$ cat config.mk
export PLATFORM = sky130hd
export DESIGN_NAME = pll_reset_sequencer
export DESIGN_NICKNAME = d
export VERILOG_FILES = /design/src/rtl/pll_seq_pkg.sv /design/src/rtl/pll_reset_sequencer_sync_ff.sv /design/src/rtl/pll_reset_sequencer.sv
export SDC_FILE = /design/constraint.sdc
export NUM_CORES = 1
export LEC_CHECK = 0
export BUFFER_PORTS_ARGS = -buffer_cell sky130_fd_sc_hd__buf_2
export CORE_AREA = 2 2 75 77
export CTS_BUF_LIST = sky130_fd_sc_hd__clkbuf_4 sky130_fd_sc_hd__clkbuf_8
export CTS_CLUSTER_SIZE = 25
export DETAILED_ROUTE_END_ITERATION = 12
export DIE_AREA = 0 0 77 79
export HOLD_SLACK_MARGIN = 0.03
export SLEW_MARGIN = 10
export SYNTH_ARGS = -nofsm -noshare
export SYNTH_HDL_FRONTEND = slang
export SYNTH_SLANG_ARGS = --single-unit
$ cat constraint.sdc
create_clock -name clk -period 2 [get_ports clk]
set_clock_uncertainty 0.05 [all_clocks]
set_input_delay 0.6 -clock clk [delete_from_list [all_inputs] [get_ports clk]]
set_output_delay 0.6 -clock clk [all_outputs]
set_load 0.03 [all_outputs]
$ cat src/rtl/pll_seq_pkg.sv
// Shared encodings and widths for the PLL reset sequencer.
// Constants only: no logic, no latency, no flow control.
package pll_seq_pkg;

    localparam int LOST_W  = 8;
    localparam int STATE_W = 3;

    localparam logic [STATE_W-1:0] ST_WAIT_LOCK = 3'd0;
    localparam logic [STATE_W-1:0] ST_STABLE    = 3'd1;
    localparam logic [STATE_W-1:0] ST_HOLD      = 3'd2;
    localparam logic [STATE_W-1:0] ST_RUN       = 3'd3;
    localparam logic [STATE_W-1:0] ST_LOST      = 3'd4;

    typedef enum logic [STATE_W-1:0] {
        WAIT_LOCK = ST_WAIT_LOCK,
        STABLE    = ST_STABLE,
        HOLD      = ST_HOLD,
        RUN       = ST_RUN,
        LOST      = ST_LOST
    } state_e;

    function automatic int max_int(input int a, input int b);
        return (a > b) ? a : b;
    endfunction

endpackage

$ cat src/rtl/pll_reset_sequencer_sync_ff.sv
// N-stage flop synchronizer for a single asynchronous level, cleared by reset.
// Latency: STAGES clk edges from input change to q.
// No flow control; samples every cycle.
module sync_ff #(
    parameter int STAGES = 2
) (
    input  logic clk,
    input  logic reset,
    input  logic d,
    output logic q
);

    logic [STAGES-1:0] stage;

    always_ff @(posedge clk) begin
        if (reset) begin
            stage <= '0;
        end else begin
            stage <= {stage[STAGES-2:0], d};
        end
    end

    assign q = stage[STAGES-1];

endmodule

$ cat src/rtl/pll_reset_sequencer.sv
// Holds system reset until the PLL lock flag has been stable, then releases it.
// Latency: SYNC_STAGES+1+STABLE_CYCLES+HOLD_CYCLES edges from lock to release.
// No flow control; loss of lock re-asserts reset one edge after the FSM sees it.
module pll_reset_sequencer
    import pll_seq_pkg::*;
#(
    parameter int SYNC_STAGES   = 2,
    parameter int STABLE_CYCLES = 48000,
    parameter int HOLD_CYCLES   = 480
) (
    input  logic               clk,
    input  logic               reset,
    input  logic               locked,
    output logic               rst_out,
    output logic               ready,
    output logic [LOST_W-1:0]  lost_cnt,
    output logic [STATE_W-1:0] state_o
);

    localparam int CNT_W = $clog2(max_int(STABLE_CYCLES, HOLD_CYCLES)) + 1;

    logic             locked_s;
    state_e           state_q;
    state_e           state_d;
    logic [CNT_W-1:0] cnt;
    logic             from_run;

    sync_ff #(
        .STAGES (SYNC_STAGES)
    ) u_sync (
        .clk   (clk),
        .reset (reset),
        .d     (locked),
        .q     (locked_s)
    );

    // A drop of locked_s always wins over a terminal count in the same cycle.
    always_comb begin
        state_d = state_q;
        case (state_q)
            WAIT_LOCK: if (locked_s) state_d = STABLE;
            STABLE: begin
                if (!locked_s)                                 state_d = WAIT_LOCK;
                else if (cnt == CNT_W'(STABLE_CYCLES - 1))     state_d = HOLD;
            end
            HOLD: begin
                if (!locked_s)                                 state_d = LOST;
                else if (cnt == CNT_W'(HOLD_CYCLES - 1))       state_d = RUN;
            end
            RUN:       if (!locked_s) state_d = LOST;
            LOST:      state_d = WAIT_LOCK;
            default:   state_d = WAIT_LOCK;
        endcase
    end

    always_ff @(posedge clk) begin
        if (reset) begin
            state_q  <= WAIT_LOCK;
            cnt      <= '0;
            from_run <= 1'b0;
            lost_cnt <= '0;
            rst_out  <= 1'b1;
            ready    <= 1'b0;
        end else begin
            state_q <= state_d;
            if (state_d != state_q) begin
                cnt <= '0;
            end else if (state_q == STABLE || state_q == HOLD) begin
                cnt <= cnt + CNT_W'(1);
            end
            // Only losses out of RUN are counted; HOLD aborts are not.
            from_run <= (state_q == RUN) && (state_d == LOST);
            if (state_q == LOST && from_run && lost_cnt != '1) begin
                lost_cnt <= lost_cnt + LOST_W'(1);
            end
            rst_out <= (state_d != RUN);
            ready   <= (state_d == RUN);
        end
    end

    assign state_o = state_q;

endmodule

---- Yosys cells after proc, flatten, opt, wreduce, memory -nomap -nowiden ----
Index checks and enable logic that the tools add are counted.
storage, ports and cells
  bits of input ports ..................... 3
  register bits ........................... 33
  logic and storage cells ................. 33
  output and inout bits ................... 13
cells by class
  multiplexer cells ....................... 7
  reductions and logical operators ........ 6
  add/subtract/negate cells ............... 2
  equal/unequal tests ..................... 11
operators by type and width
  operator                                                                  number
  3-bit two-way mux                                                         6
  17-bit by 1-bit adder with 17-bit output (second input constant)          1
  17-bit by 16-bit equality test with 1-bit output (second input constant)  1
  17-bit by 9-bit equality test with 1-bit output (second input constant)   1
  3-bit case mux with 4 select lines                                        1
  3-bit by 2-bit equality test with 1-bit output (second input constant)    3
  8-bit by 1-bit adder with 8-bit output (second input constant)            1
  8-bit inequality test (second input constant)                             1
  3-bit equality test (second input constant)                               2
  3-bit by 1-bit equality test with 1-bit output (second input constant)    1
  1-bit logical AND                                                         3
  3-bit zero test                                                           1
  3-bit by 2-bit inequality test with 1-bit output (second input constant)  1
  3-bit inequality test                                                     1
  2-bit OR reduction                                                        1
  1-bit logical OR                                                          1

---- Depth between registers and ports, before layout ----
Gate-level depths: netlist (run 1).
  depth in word-level cells ............... 6
  gate-level depth with buffers ........... 6
  depth with buffers taken out ............ 5

---- By module ----
From an unflattened synthesis (run 1), not the netlist that was laid out.
second synthesis, totals
  cells, all modules ...................... 174
  area total of the unflattened synthesis .. 1610.3 µm²
modules (own cells, without submodules)
  module               area an instance (µm²)  seq. area each (µm²)  times used  cells each
  pll_reset_sequencer  1557.7                  620.6                 1           170
  sync_ff              52.6                    40.0                  1           4

---- Worst setup path after synthesis (run 1) ----
Ideal clock, no wire load.
  path type ............................... flip-flop to flip-flop
  start point ............................. register state_q[1] (netlist: state_o[1])
  end point ............................... register cnt[16]
  library setup time ...................... 0.079 ns
  stages on the path, launching flop included .. 6
  period minus slack after synthesis ...... 2.043 ns
  path slack .............................. -0.043 ns
  data required time ...................... 1.871 ns
  path buffers ............................ 1
  arrival time ............................ 1.913 ns
  path through ............................ dfxtp_1 -> buf_2 -> xnor2_1 -> or4_4 -> or3_1 -> a211oi_2
on the way
  longest elaborated chain between the ends .. 5
  elaborated cells between the ends (all ways) .. 14
  those cells by class .................... 4 x eq/ne; 7 x mux; 3 x reduce/logical
ends and longest elaborated chain
  element                                      line                                                  text
  start, declared                              pll_reset_sequencer.sv:23                             state_e state_q;
  start signal, assigned                       pll_reset_sequencer.sv:65                             state_q <= state_d;
  3-bit two-way mux, on equally long branches  pll_reset_sequencer.sv:48, pll_reset_sequencer.sv:44
  3-bit two-way mux, on equally long branches  pll_reset_sequencer.sv:47, pll_reset_sequencer.sv:43
  3-bit case mux with 4 select lines           pll_reset_sequencer.sv:40                             case (state_q)
  3-bit inequality test                        pll_reset_sequencer.sv:66                             if (state_d != state_q) begin
  2-bit OR reduction (no source line)          n/a
  end signal, assigned                         pll_reset_sequencer.sv:69                             cnt <= cnt + CNT_W'(1);
  end, declared                                pll_reset_sequencer.sv:25                             logic [CNT_W-1:0] cnt;
Parallel ways exist; a longest one is shown, timed or not.
A chain may end at the register's enable or synchronous reset.

---- Worst setup path after layout (run 1) ----
  start point ............................. register cnt[0]
  end point ............................... register cnt[16]
on the way
  longest elaborated chain between the ends .. 6
  elaborated cells between the ends (all ways) .. 10
  those cells by class .................... 1 x add/sub; 3 x eq/ne; 5 x mux; 1 x reduce/logical
ends and longest elaborated chain
  element                                                                                                              line
  17-bit by 9-bit equality test with 1-bit output or 17-bit by 16-bit equality test with 1-bit output (tied branches)  pll_reset_sequencer.sv:48, pll_reset_sequencer.sv:44
  3-bit two-way mux, on equally long branches                                                                          pll_reset_sequencer.sv:48, pll_reset_sequencer.sv:44
  3-bit two-way mux, on equally long branches                                                                          pll_reset_sequencer.sv:47, pll_reset_sequencer.sv:43
  3-bit case mux with 4 select lines                                                                                   pll_reset_sequencer.sv:40
  3-bit inequality test                                                                                                pll_reset_sequencer.sv:66
  2-bit OR reduction (no source line)                                                                                  n/a
Parallel ways exist; a longest one is shown, timed or not.

==> results of run 1 <==
==> synthesized netlist by cell type, drive strengths merged, types with 5 or more instances <==
master / count
o21ai: 6
xnor2: 13
or3: 5
a211oi: 5
nand2: 9
nand4: 10
nor3: 13
nor2: 11
nor4: 6
dfxtp: 33
==> path summary, 6_finish.rpt <==
kind	from	endpoint	slack [ns]	cells after the start
hold / removal	u_sync.stage[0]	u_sync.stage[1]	0.40	1
setup reg to reg	cnt[0]	cnt[16]	0.12	5
setup / recovery	cnt[0]	cnt[16]	0.12	5
hold reg to reg	u_sync.stage[0]	u_sync.stage[1]	0.40	1
==> per-layer routing <==
metal  vias up  GRT usage  wire [µm]
li1        674          -          -
met1       602     0.1265       1456
met2        17     0.2079       1557
met3         7    0.02045        100
met4         0    0.05893         72
met5         -          0          0
==> area by class of cell <==
type,count,share of cell area
flip-flops and latches,33,0.3468
clock inverters,3,0.02417
repair buffers,32,0.1058
well taps,72,0.04703
clock buffers,5,0.03592
multi-input cells,122,0.4324
inverters,4,0.007838
==> registers in the layout (all words and copies together) (netlist names) <==
register / cells
cnt: 17
from_run: 1
lost_cnt: 8
ready: 1
rst_out: 1
state_o: 3
u_sync.stage: 2
==> layout by cell type (no fill, tap or decap), types with 2 or more instances in the layout <==
cell type,n
dfxtp_1,30
buf_4,17
buf_2,15
xnor2_1,13
nor3_1,13
nor2_1,11
nand4_1,9
nand2_1,9
nor4_1,5
o21ai_0,5
or3_1,5
clkbuf_8,5
inv_1,4
a211oi_1,4
a21oi_1,4
or4_1,3
xor2_1,3
nor2b_1,3
and3_1,3
dfxtp_2,3
nand4b_1,2
a31o_2,2
nor3b_1,2
nand2b_1,2
or2_2,2
nor4b_1,2
mux2i_1,2
nand3_1,2
o31ai_1,2
==> worst register-to-register path: cells and delay by family, from the launching register on <==
kind,cells,cell delay [ns]
adder cells (fa/ha/maj),1,0.18
AO/OA/AOI/OAI,1,0.21
AND/OR/NAND/NOR,3,1.01
flip-flops,1,0.35
==> kinds of logic (layout without fill, tap and decap cells) <==
family          Yosys count  count (layout)  synth area share
buf+inv                  11              44           0.03020
compound gates           24              24            0.1126
fa+ha+maj                 2               2           0.01632
xor+xnor                 16              16           0.09143
simple gates             78              78            0.3053
flops                    33              33            0.4310
mux                       2               2           0.01306
==> power breakdown <==
group          switching (mW)  leakage [nW]  internal (mW)
Combinational          0.0207         0.355         0.0145
Clock                   0.257        0.0543          0.373
Sequential            0.00216         0.268          0.660
==> metrics, run 1 <==
Root Driver clkbuf_8; WHS 0.3992 ns; Core Box Area 0.005338 mm²; grt total ovfl 0; CTS tree built; gp weighted congestion 0.7698; drt initial violations 49; CTS clk-pin slew, worst paths 0.07 ns; final worst setup slack 0.1182 ns; register area share after synthesis 0.4310; FF+latch count, synth 33; fin util 0.3589; Mean Syn Cell Area 9.233 µm²; synth top area cells dfxtp_1 43%, xnor2_1 7.4%, nor3_1 4.2%; Yosys top cell by area dfxtp_1; critical path peak fanout 5; outcome complete, no violations; synth-to-layout area growth 24.98%; Post-Layout Cell Count 271; Final Cycle Share 0.9409; Placed Area 0.001795 mm²; Post-CTS Resized 0; drt pass-1 iters 4; Max Buffers Root-to-Sink 2; Remaining DRCs 0; Peak Freq 531.4 MHz; Critical Path RT 2.16 ns; dpl ws 0.09415 ns; # Post-CTS Setup Buffers 0; Die Span Y 79 µm; initial antenna violation count 0; Post-synth EDFFs 0; htree depth 2; Crit path max-delay family simple AND/OR/NAND/NOR gates; crit start category register; Final setup viols 0; Slew headroom 0.5602; RSZ-0062 raised after global routing no; Distinct cells, synth 40; Bufs and invs on worst path 0; first-pass GRT wire length 5595 µm; Global Route Usage Sum 0.1138; antenna viol nets, final 0; cell chain of the critical path ha_2 > nand4b_1 > or4_4 > or3_1 > a211oi_2; Main synth FF type dfxtp_1; final net count 203; max incr delay on CP 0.52 ns; Final Hold Viols 0; chip width 77 µm; largest net degree at the start of global routing 13; Pins Over Slew Limit 0; register area 664.4 µm²; P_leak 0.6775 nW; Worst Max-Slew Pin Slew 0.6553 ns; total die area 0.006083 mm²; share of cells above drive strength 1 0.2764; clk_lat worst skew 0.29 ns; MaxCap Viol Count 0; via count 1,300; Crit. End Element register; clk sink count 33; critical path arrival 2.05 ns; setup tns final 0 ns; Max rail drop VDD 0.4787 mV; Tot Pwr 1.327 mW; min cycle time layout 1.882 ns; total wire length 3186 µm; fill count 596; Synth top area share 0.4310; IO Pins 16; Synth Instances 166; footprint of the multi-input gates 828.3 µm²; WL per Instance 11.76 µm; Synth Warn # 0; Synthesized Nets 171; vias in the first global route 1,285; Mapped Area 0.001533 mm²; Placed Cells 263; Hold-fix buffers, CTS 0; Post-synth ARST share 0; CTS buffer count 5; PwrDens 692.6 mW/mm²; DR vias/cell 4.797; CP Class reg -> reg; number of cell rows 27; Final HPWL DP 2381 µm; Design Area, Final 0.001916 mm²; Port Buffers 15; Hold Crit Class reg -> reg; slowest CP cell or4_4; Antenna diodes 0; Initial Utilization 0.2872
No activity file was read; power rests on OpenSTA's default activity.
==> run 2: changes to the inputs <==
--- a/config.mk
+++ b/config.mk
@@ -8,10 +8,12 @@
 export BUFFER_PORTS_ARGS = -buffer_cell sky130_fd_sc_hd__buf_2
 export CORE_AREA = 2 2 75 77
 export CTS_BUF_LIST = sky130_fd_sc_hd__clkbuf_4 sky130_fd_sc_hd__clkbuf_8
+export CTS_CLUSTER_DIAMETER = 150
 export CTS_CLUSTER_SIZE = 25
 export DETAILED_ROUTE_END_ITERATION = 12
 export DIE_AREA = 0 0 77 79
 export HOLD_SLACK_MARGIN = 0.03
+export PLACE_DENSITY = 0.55
 export SLEW_MARGIN = 10
 export SYNTH_ARGS = -nofsm -noshare
 export SYNTH_HDL_FRONTEND = slang
==> run 2 against run 1 <==
Non-clock buffer count increased by 3. Routed wire length decreased by 0.25%. Setup slack got worse by 0.020 ns. Critical endpoint unchanged. Via count increased by 0.54%. Critical path type unchanged.
==> metrics, run 2 (synthesized netlist as in run 1, its figures left out) <==
outcome complete, no violations; DR vias/cell 4.770; max reg flops 17; final worst setup slack 0.09864 ns; Largest Register cnt; via count 1,307; Placed Cells 266; Core Box Area 0.005338 mm²; drt initial violations 56; Hold-fix buffers, CTS 0; Worst Max-Slew Pin Slew 0.6018 ns; gp weighted congestion 0.7256; CTS clk-pin slew, worst paths 0.07 ns; NetSw 280.2 µW; Clk pwr share 0.474; Crit. End Element register; IO Pins 16; Die Span Y 79 µm; Slew headroom 0.5961; Final Hold Viols 0; commonest non-fill, non-tap cell in the layout dfxtp_1; first-pass GRT wire length 5637 µm; GR Util met2 0.1754; CTS buffer count 5; Peak Freq 525.9 MHz; Global Route Usage Sum 0.1131; clk_lat worst skew 0.28 ns; clk sink count 33; Final HPWL DP 2389 µm; share of cells above drive strength 1 0.2822; WHS 0.4045 ns; number of cell rows 27; Post-Layout Cell Count 274; P_leak 0.6969 nW; WL per Instance 11.60 µm; min cycle time layout 1.901 ns; CP Class reg -> reg; PwrDens 685.3 mW/mm²; drt pass-1 iters 4; max incr delay on CP 0.53 ns; fin util 0.3629; CTS tree built; vias in the first global route 1,227; Int Power 1.047 mW; Remaining DRCs 0; initial antenna violation count 0; setup tns final 0 ns; Final setup viols 0; Max rail drop VDD 0.3308 mV; # Post-CTS Setup Buffers 0; Hold Crit Class reg -> reg; met3 Use GR 0.03523; final net count 206; largest net degree at the start of global routing 14; crit start category register; critical path arrival 2.05 ns; RSZ-0062 raised after global routing no; dpl ws 0.08558 ns; sequential power share 0.499; grt total ovfl 0; Port Buffers 15; Initial Utilization 0.2872; global routing's busiest layer met2; MaxCap Viol Count 0; total die area 0.006083 mm²; Sw Ratio 0.2111; synth-to-layout area growth 26.37%; chip width 77 µm; htree depth 2; critical path peak fanout 5; Max Buffers Root-to-Sink 2; Root Driver clkbuf_8; most frequent cells in the layout 30 x dfxtp_1, 20 x buf_4, 15 x buf_2; total wire length 3178 µm; antenna viol nets, final 0; Critical Path RT 2.15 ns; met1 Use GR 0.1542; Final Cycle Share 0.9507; Antenna diodes 0; Pins Over Slew Limit 0; slowest CP cell or4_4; cell chain of the critical path ha_1 > nand4b_1 > or4_4 > or3_1 > a211oi_2; fill count 574; Comb power frac 0.028
## run 2: cell count changes in the layout (fill, tap and decap cells not counted), sizes merged
| cell | previous run | this run |
|---|---|---|
| buf | 32 | 35 |
## run 2: layer usage
layer  wire, µm  vias up
met4         21        0
met1       1601      597
met2       1403       27
met5          0        -
li1           -      680
met3        151        3
## run 2: power groups by stage
| stage | clock network (mW) | logic [mW] | registers, mW |
|---|---|---|---|
| global route | 0.682 | 0.0404 | 0.662 |
| finish | 0.629 | 0.0366 | 0.662 |
| floorplan | 0 | 0.0200 | 0.678 |
| detailed placement | 0 | 0.0368 | 0.677 |
| CTS | 0.648 | 0.0366 | 0.662 |
| global placement | 0 | 0.0364 | 0.677 |
## run 2: worst paths after layout
path / end / startpoint / cells past startpoint / slack (ns)
max: cnt[16] / cnt[0] / 5 / 0.1
min: u_sync.stage[1] / u_sync.stage[0] / 1 / 0.40
max reg2reg: cnt[16] / cnt[0] / 5 / 0.1
min reg2reg: u_sync.stage[1] / u_sync.stage[0] / 1 / 0.40
## run 2: cell type report
cell class	instances	area (µm²)	area share
Sequential cell	33	664.4	0.3430
Clock inverter	3	46.29	0.02390
Clock buffer	5	68.82	0.03553
Inverter	4	15.01	0.007752
Tap cell	72	90.09	0.04651
Timing Repair Buffer	35	225.2	0.1163
Multi-Input combinational cell	122	827.0	0.4270
## run 2: what timing repair did
item	in CTS	in global routing
endpoints found under the hold margin	0	0
endpoints found under the setup margin	0	3
gates resized for setup	0	3
## run 2: critical path, delay by kind of cell, from the launching register on
kind | cells | cell delay [ns]
AOI/OAI and AO/OA | 1 | 0.21
adders and majority gates | 1 | 0.18
DFF | 1 | 0.35
and+or+nand+nor | 3 | 1.03
## run 2: through the flow
step	total power [mW]	area [µm²]
6_report	1.327	1937
5_1_grt	1.385	1937
4_1_cts	1.346	1933
3_5_place_dp	0.7138	1818
3_3_place_gp	0.7134	1818
2_1_floorplan	0.6980	1534
